**config.mk**
```make
export PLATFORM = sky130hd
export DESIGN_NAME = ram_bist_ctrl
export DESIGN_NICKNAME = d
export VERILOG_FILES = /design/src/rtl/ram_bist_ctrl.sv
export SDC_FILE = /design/constraint.sdc
export NUM_CORES = 2
export LEC_CHECK = 0
export BUFFER_PORTS_ARGS = -buffer_cell sky130_fd_sc_hd__buf_4
export CAP_MARGIN = 20
export CORE_MARGIN = 1.5
export CORE_UTILIZATION = 30
export DETAILED_ROUTE_END_ITERATION = 10
export HOLD_SLACK_MARGIN = 0.12
export PLACE_DENSITY = 0.44
export SLEW_MARGIN = 20
export SYNTH_ARGS = -nofsm -noshare
export SYNTH_HDL_FRONTEND = slang
export SYNTH_SLANG_ARGS = --single-unit
```
**constraint.sdc**
```tcl
create_clock -name clk -period 8.68 [get_ports clk]
set_input_delay 1.302 -clock clk [delete_from_list [all_inputs] [get_ports clk]]
set_output_delay 1.302 -clock clk [all_outputs]
set_load 0.01 [all_outputs]
```
**src/rtl/ram_bist_ctrl.sv**
```systemverilog
// ram_bist_ctrl: write-then-verify self-test controller around an inferred
// single-port block RAM. Fills every word from a selectable pattern, reads
// it all back, and reports pass/fail, mismatch count and first failing address.
module ram_bist_ctrl #(
  parameter int DATA_W = 16,
  parameter int DEPTH  = 100,
  parameter int RD_LAT = 1,
  parameter int ERR_W  = 16,
  localparam int ADDR_W = $clog2(DEPTH)
) (
  input  logic              clk,
  input  logic              rst_n,
  input  logic              start,
  input  logic [1:0]        mode,
  input  logic [DATA_W-1:0] seed,
  input  logic [1:0]        inj,
  input  logic [ADDR_W-1:0] inj_addr,
  output logic              busy,
  output logic              done,
  output logic              pass,
  output logic [ERR_W-1:0]  err_cnt,
  output logic [ADDR_W-1:0] first_err_addr,
  output logic              rd_valid,
  output logic [DATA_W-1:0] data_out
);

  localparam logic [2:0] S_IDLE  = 3'd0;
  localparam logic [2:0] S_WRITE = 3'd1;
  localparam logic [2:0] S_READ  = 3'd2;
  localparam logic [2:0] S_DRAIN = 3'd3;
  localparam logic [2:0] S_DONE  = 3'd4;

  localparam logic [ADDR_W-1:0] LAST_ADDR = ADDR_W'(DEPTH - 1);
  localparam logic [ERR_W-1:0]  ERR_MAX   = {ERR_W{1'b1}};
  localparam logic              DRAIN_END = 1'(RD_LAT - 1);

  // Pattern word for address a; all arithmetic wraps at DATA_W bits.
  function automatic logic [DATA_W-1:0] expected_word(
    input logic [1:0]        m,
    input logic [DATA_W-1:0] s,
    input logic [ADDR_W-1:0] a
  );
    logic [DATA_W-1:0] a_ext;
    a_ext = DATA_W'(a);
    case (m)
      2'd0:    return s + a_ext;
      2'd1:    return s;
      2'd2:    return a[0] ? ~s : s;
      default: return s ^ a_ext;
    endcase
  endfunction

  // Fault injection flips bit 0; inj==3 is treated as no injection.
  function automatic logic inject_flag(
    input logic [1:0]        ij,
    input logic [ADDR_W-1:0] ia,
    input logic [ADDR_W-1:0] a
  );
    return (ij == 2'd2) || ((ij == 2'd1) && (a == ia));
  endfunction

  logic [2:0]        state_q, state_d;
  logic [ADDR_W-1:0] addr_q, addr_d;
  logic              drain_q, drain_d;
  logic [1:0]        mode_q, mode_d;
  logic [DATA_W-1:0] seed_q, seed_d;
  logic [1:0]        inj_q, inj_d;
  logic [ADDR_W-1:0] inj_addr_q, inj_addr_d;
  logic [ERR_W-1:0]  err_cnt_q, err_cnt_d;
  logic [ADDR_W-1:0] first_err_q, first_err_d;
  logic              pass_q, pass_d;

  logic              wr_en;
  logic              rd_en;
  logic [DATA_W-1:0] wr_data;

  logic              vld_p1_q;
  logic [ADDR_W-1:0] addr_p1_q;
  logic [DATA_W-1:0] dout_p1_q;

  logic              cmp_vld;
  logic [ADDR_W-1:0] cmp_addr;
  logic              mismatch;

  logic [DATA_W-1:0] mem [DEPTH];

  assign wr_data = expected_word(mode_q, seed_q, addr_q)
                 ^ {{(DATA_W-1){1'b0}}, inject_flag(inj_q, inj_addr_q, addr_q)};

  // RAM write port
  always_ff @(posedge clk) begin
    if (wr_en) mem[addr_q] <= wr_data;
  end

  // Registered RAM read plus the address/valid that travel with it
  always_ff @(posedge clk or negedge rst_n) begin
    if (!rst_n) begin
      vld_p1_q  <= 1'b0;
      addr_p1_q <= '0;
      dout_p1_q <= '0;
    end else begin
      vld_p1_q  <= rd_en;
      addr_p1_q <= addr_q;
      if (rd_en) dout_p1_q <= mem[addr_q];
    end
  end

  generate
    if (RD_LAT == 2) begin : g_lat2
      logic              vld_p2_q;
      logic [ADDR_W-1:0] addr_p2_q;
      logic [DATA_W-1:0] dout_p2_q;

      // Optional RAM output register stage
      always_ff @(posedge clk or negedge rst_n) begin
        if (!rst_n) begin
          vld_p2_q  <= 1'b0;
          addr_p2_q <= '0;
          dout_p2_q <= '0;
        end else begin
          vld_p2_q  <= vld_p1_q;
          addr_p2_q <= addr_p1_q;
          dout_p2_q <= dout_p1_q;
        end
      end

      assign cmp_vld  = vld_p2_q;
      assign cmp_addr = addr_p2_q;
      assign data_out = dout_p2_q;
    end else begin : g_lat1
      assign cmp_vld  = vld_p1_q;
      assign cmp_addr = addr_p1_q;
      assign data_out = dout_p1_q;
    end
  endgenerate

  assign mismatch = cmp_vld && (data_out != expected_word(mode_q, seed_q, cmp_addr));

  // Sequencer: next state, address walk, configuration latch and error tally
  always_comb begin
    state_d     = state_q;
    addr_d      = addr_q;
    drain_d     = drain_q;
    mode_d      = mode_q;
    seed_d      = seed_q;
    inj_d       = inj_q;
    inj_addr_d  = inj_addr_q;
    err_cnt_d   = err_cnt_q;
    first_err_d = first_err_q;
    pass_d      = pass_q;
    wr_en       = 1'b0;
    rd_en       = 1'b0;

    if (mismatch) begin
      if (err_cnt_q == '0) first_err_d = cmp_addr;
      if (err_cnt_q != ERR_MAX) err_cnt_d = err_cnt_q + 1'b1;
    end

    case (state_q)
      S_IDLE: begin
        if (start) begin
          mode_d      = mode;
          seed_d      = seed;
          inj_d       = inj;
          inj_addr_d  = inj_addr;
          err_cnt_d   = '0;
          first_err_d = '0;
          pass_d      = 1'b0;
          addr_d      = '0;
          state_d     = S_WRITE;
        end
      end
      S_WRITE: begin
        wr_en = 1'b1;
        if (addr_q == LAST_ADDR) begin
          addr_d  = '0;
          state_d = S_READ;
        end else begin
          addr_d = addr_q + 1'b1;
        end
      end
      S_READ: begin
        rd_en = 1'b1;
        if (addr_q == LAST_ADDR) begin
          addr_d  = '0;
          drain_d = 1'b0;
          state_d = S_DRAIN;
        end else begin
          addr_d = addr_q + 1'b1;
        end
      end
      S_DRAIN: begin
        if (drain_q == DRAIN_END) state_d = S_DONE;
        else                      drain_d = drain_q + 1'b1;
      end
      S_DONE: begin
        pass_d  = (err_cnt_q == '0);
        state_d = S_IDLE;
      end
      default: state_d = S_IDLE;
    endcase
  end

  // Control and result registers
  always_ff @(posedge clk or negedge rst_n) begin
    if (!rst_n) begin
      state_q     <= S_IDLE;
      addr_q      <= '0;
      drain_q     <= 1'b0;
      mode_q      <= '0;
      seed_q      <= '0;
      inj_q       <= '0;
      inj_addr_q  <= '0;
      err_cnt_q   <= '0;
      first_err_q <= '0;
      pass_q      <= 1'b0;
    end else begin
      state_q     <= state_d;
      addr_q      <= addr_d;
      drain_q     <= drain_d;
      mode_q      <= mode_d;
      seed_q      <= seed_d;
      inj_q       <= inj_d;
      inj_addr_q  <= inj_addr_d;
      err_cnt_q   <= err_cnt_d;
      first_err_q <= first_err_d;
      pass_q      <= pass_d;
    end
  end

  assign busy           = (state_q != S_IDLE);
  assign done           = (state_q == S_DONE);
  assign pass           = pass_q;
  assign err_cnt        = err_cnt_q;
  assign first_err_addr = first_err_q;
  assign rd_valid       = cmp_vld;

endmodule

```
==> impl_metrics.env <==
export IMPL_totalPowerFinal_uw=27500
export IMPL_die_h_um=464
export IMPL_drv_cap=0
export IMPL_reg2reg_to="data_out[4]"
export IMPL_gp_congestion=0.825
export IMPL_groute_usage_overall=0.187
export IMPL_htree_num_levels=4
export IMPL_grt_setup_unrepaired="false"
export IMPL_die_area_sq_um=215000
export IMPL_pwr_share_comb=0.295
export IMPL_worst_r2r_setup_slack_ns=3.70
export IMPL_final_layout_size_suffix_gt1_frac=0.150
export IMPL_power_density_nw_per_um2=370
export IMPL_power_internal_uw=17600
export IMPL_syn_num_nets=3800
export IMPL_path_class="register to register"
export IMPL_syn_avg_cell_area_sq_um=17.0
export IMPL_die_w_um=464
export IMPL_worst_slew_pin_slew_ns=1.23
export IMPL_num_io_pins=73
export IMPL_synth_main_ff_cell="edfxtp_1"
export IMPL_via_per_inst=5.38
export IMPL_pwr_share_clk=0.271
export IMPL_netlist_top_cells_count="edfxtp_1, a22oi_1, clkbuf_1"
export IMPL_utilization=0.353
export IMPL_row_count=168
export IMPL_cts_repair_resized=0
export IMPL_grt_max_degree=115
export IMPL_yosys_register_bits=1685
export IMPL_cts_buffers=180
export IMPL_cts_root_buf="clkbuf_16"
export IMPL_status="finished, final reports clean"
export IMPL_syn2layout_area_growth_pct=16.6
export IMPL_synth_seq_area_share=0.787
export IMPL_timing_rr_start="addr_q[3]"
export IMPL_grt_pass1_wl_um=291000
export IMPL_slew_headroom=0.173
export IMPL_worstSkewPairLatency_ns=0.83
export IMPL_p_sw_frac=0.360
export IMPL_cp_max_fo=44
export IMPL_async_flop_share=0.0504
export IMPL_synth_edff_count=1600
export IMPL_syn_area_sq_um=63700
export IMPL_layout_nets=3960
export IMPL_cts_tree="done"
export IMPL_yosys_cell_count_top_type="edfxtp_1"
export IMPL_yosysTopAreaCell="edfxtp_1"
export IMPL_cts_sinks=1685
export IMPL_post_cts_buffers=0
export IMPL_hpwl_um=115000
export IMPL_first_pass_iters=5
export IMPL_start_kind="register"
export IMPL_cp_required_ns=9.37
export IMPL_arrival_ns=5.67
export IMPL_synthDistinctLibCells=71
export IMPL_dr_total_vias=37000
export IMPL_drt_iter0_drc=3784
export IMPL_post_route_period_util=0.573
export IMPL_min_period_ns=4.98
export IMPL_wire_per_inst_um=30.0
export IMPL_syn_inst=3751
export IMPL_synth_top_cell_area_share=0.754
export IMPL_grt_pass1_vias=36300
export IMPL_drv_slew=0
export IMPL_path_clk_slew_ns=0.06
export IMPL_fmax_mhz=201
export IMPL_routed_wirelength_um=206000
export IMPL_synthTopCellsByArea="edfxtp_1, a22oi_1, dfrtp_1"
export IMPL_fin_setup_tns_ns=0
export IMPL_hold_buffers=0
export IMPL_initial_core_util=0.303
export IMPL_ant_nets=0
export IMPL_drt_drc_violations_left=0
export IMPL_setup_slack_ns=3.70
export IMPL_core_area_sq_um=210000
export IMPL_ir_worst_vdd_v=0.000395
export IMPL_overflow=0
export IMPL_p_sw_uw=9900
export IMPL_seqPwrFrac=0.434
export IMPL_clockBufferDepth=3
export IMPL_final_hold_viol_count=0
export IMPL_worstRegToRegCells=9
export IMPL_hold_slack_ns=0.351
export IMPL_endpoint_kind="register"
export IMPL_io_buffers=72
export IMPL_skew_ns=0.0227
export IMPL_hp_class="input port to asynchronous set/reset pin"
export IMPL_antenna_found_initial=2
export IMPL_p_leak_uw=0.0230
export IMPL_setup_viol_count_final=0
export IMPL_post_place_ws_ns=3.88
export IMPL_yosys_warnings=0
registers in the layout, summed over array words and instances (netlist names), 3 cells and up:
signal and flops:
addr_p1_q 7, addr_q 7, data_out 16, err_cnt 16, first_err_addr 7, inj_addr_q 7, mem 1600, seed_q 16
state_q 3
worst max-delay path: stages, from the launching register on:
cell     delay, ns
dfrtp_4       0.82
buf_4         0.68
nor2_1        0.39
nand2_1       0.86
a31oi_1       0.11
nor4_1        1.07
buf_4         0.24
o21ai_0       0.17
nor2_1        0.30
a31oi_1       0.12
power by group through the flow:
stage	clock, uW	combinational [uW]	sequential [uW]
after detailed placement	0	8180	12100
final	7440	8120	11900
after floorplan	0	4030	12100
after CTS	7570	8200	11900
after global placement	0	8130	12100
after global routing	7870	8630	12000
worst max path at each step:
stage,start,end,cells after the start
global route,addr_q[0],mem[92][12],13
global placement,addr_q[0],data_out[4],11
floorplan,addr_q[0],mem[0][10],11
CTS,addr_q[0],data_out[4],11
finish,addr_q[3],data_out[4],9
detailed placement,addr_q[0],data_out[4],11
kinds of logic (layout without fill, tap and decap cells):
| logic type | Yosys count | count (layout) | synth area share |
|---|---|---|---|
| adder cells (fa/ha/maj) | 19 | 19 | 0.00397 |
| flip-flops | 1685 | 1685 | 0.787 |
| buffers and inverters | 278 | 586 | 0.0169 |
| XOR/XNOR | 58 | 58 | 0.00797 |
| AO/OA/AOI/OAI | 1080 | 1080 | 0.128 |
| other | 0 | 4 | 0 |
| AND/OR/NAND/NOR | 585 | 585 | 0.0436 |
| multiplexers | 46 | 46 | 0.0119 |
area by class of cell:
cell class,instances,area [sq um]
tap,2805,3510
inverter,21,78.8
antenna,4,10.0
fill,19900,136000
sequential,1685,50200
clock buffer,227,4740
clock inverter,103,897
multi-input combinational,1788,12900
timing repair buffer,235,1940
per-stage QoR:
step	std cells	instance area [sq um]
6_report	6868	74300
5_1_grt	6865	74300
4_1_cts	6862	74200
3_5_place_dp	6532	68600
3_3_place_gp	6528	68500
2_1_floorplan	3751	63700
cell usage in the layout (no fill, tap or decap), types with 23 or more instances in the layout:
cell / n
a31oi_1: 102
clkinv_2: 27
nand2_1: 173
buf_4: 218
clkbuf_16: 182
clkbuf_1: 43
nand3_1: 36
edfxtp_1: 1600
dfrtp_1: 81
a21oi_1: 49
xnor2_1: 27
a22oi_1: 482
nor2_2: 45
nor2_1: 116
a221oi_1: 149
clkinv_1: 46
nand4_1: 91
a22o_1: 148
o211ai_1: 23
o21ai_0: 55
routing by layer:
metal / part of all wire / up-vias / global-route usage
li1: - / 15800 / -
met1: 0.46 / 19700 / 0.271
met2: 0.46 / 1181 / 0.294
met3: 0.056 / 218 / 0.0319
met4: 0.017 / 0 / 0.0422
met5: 0 / - / 0
Note: power is estimated with default switching activity, not from simulation.
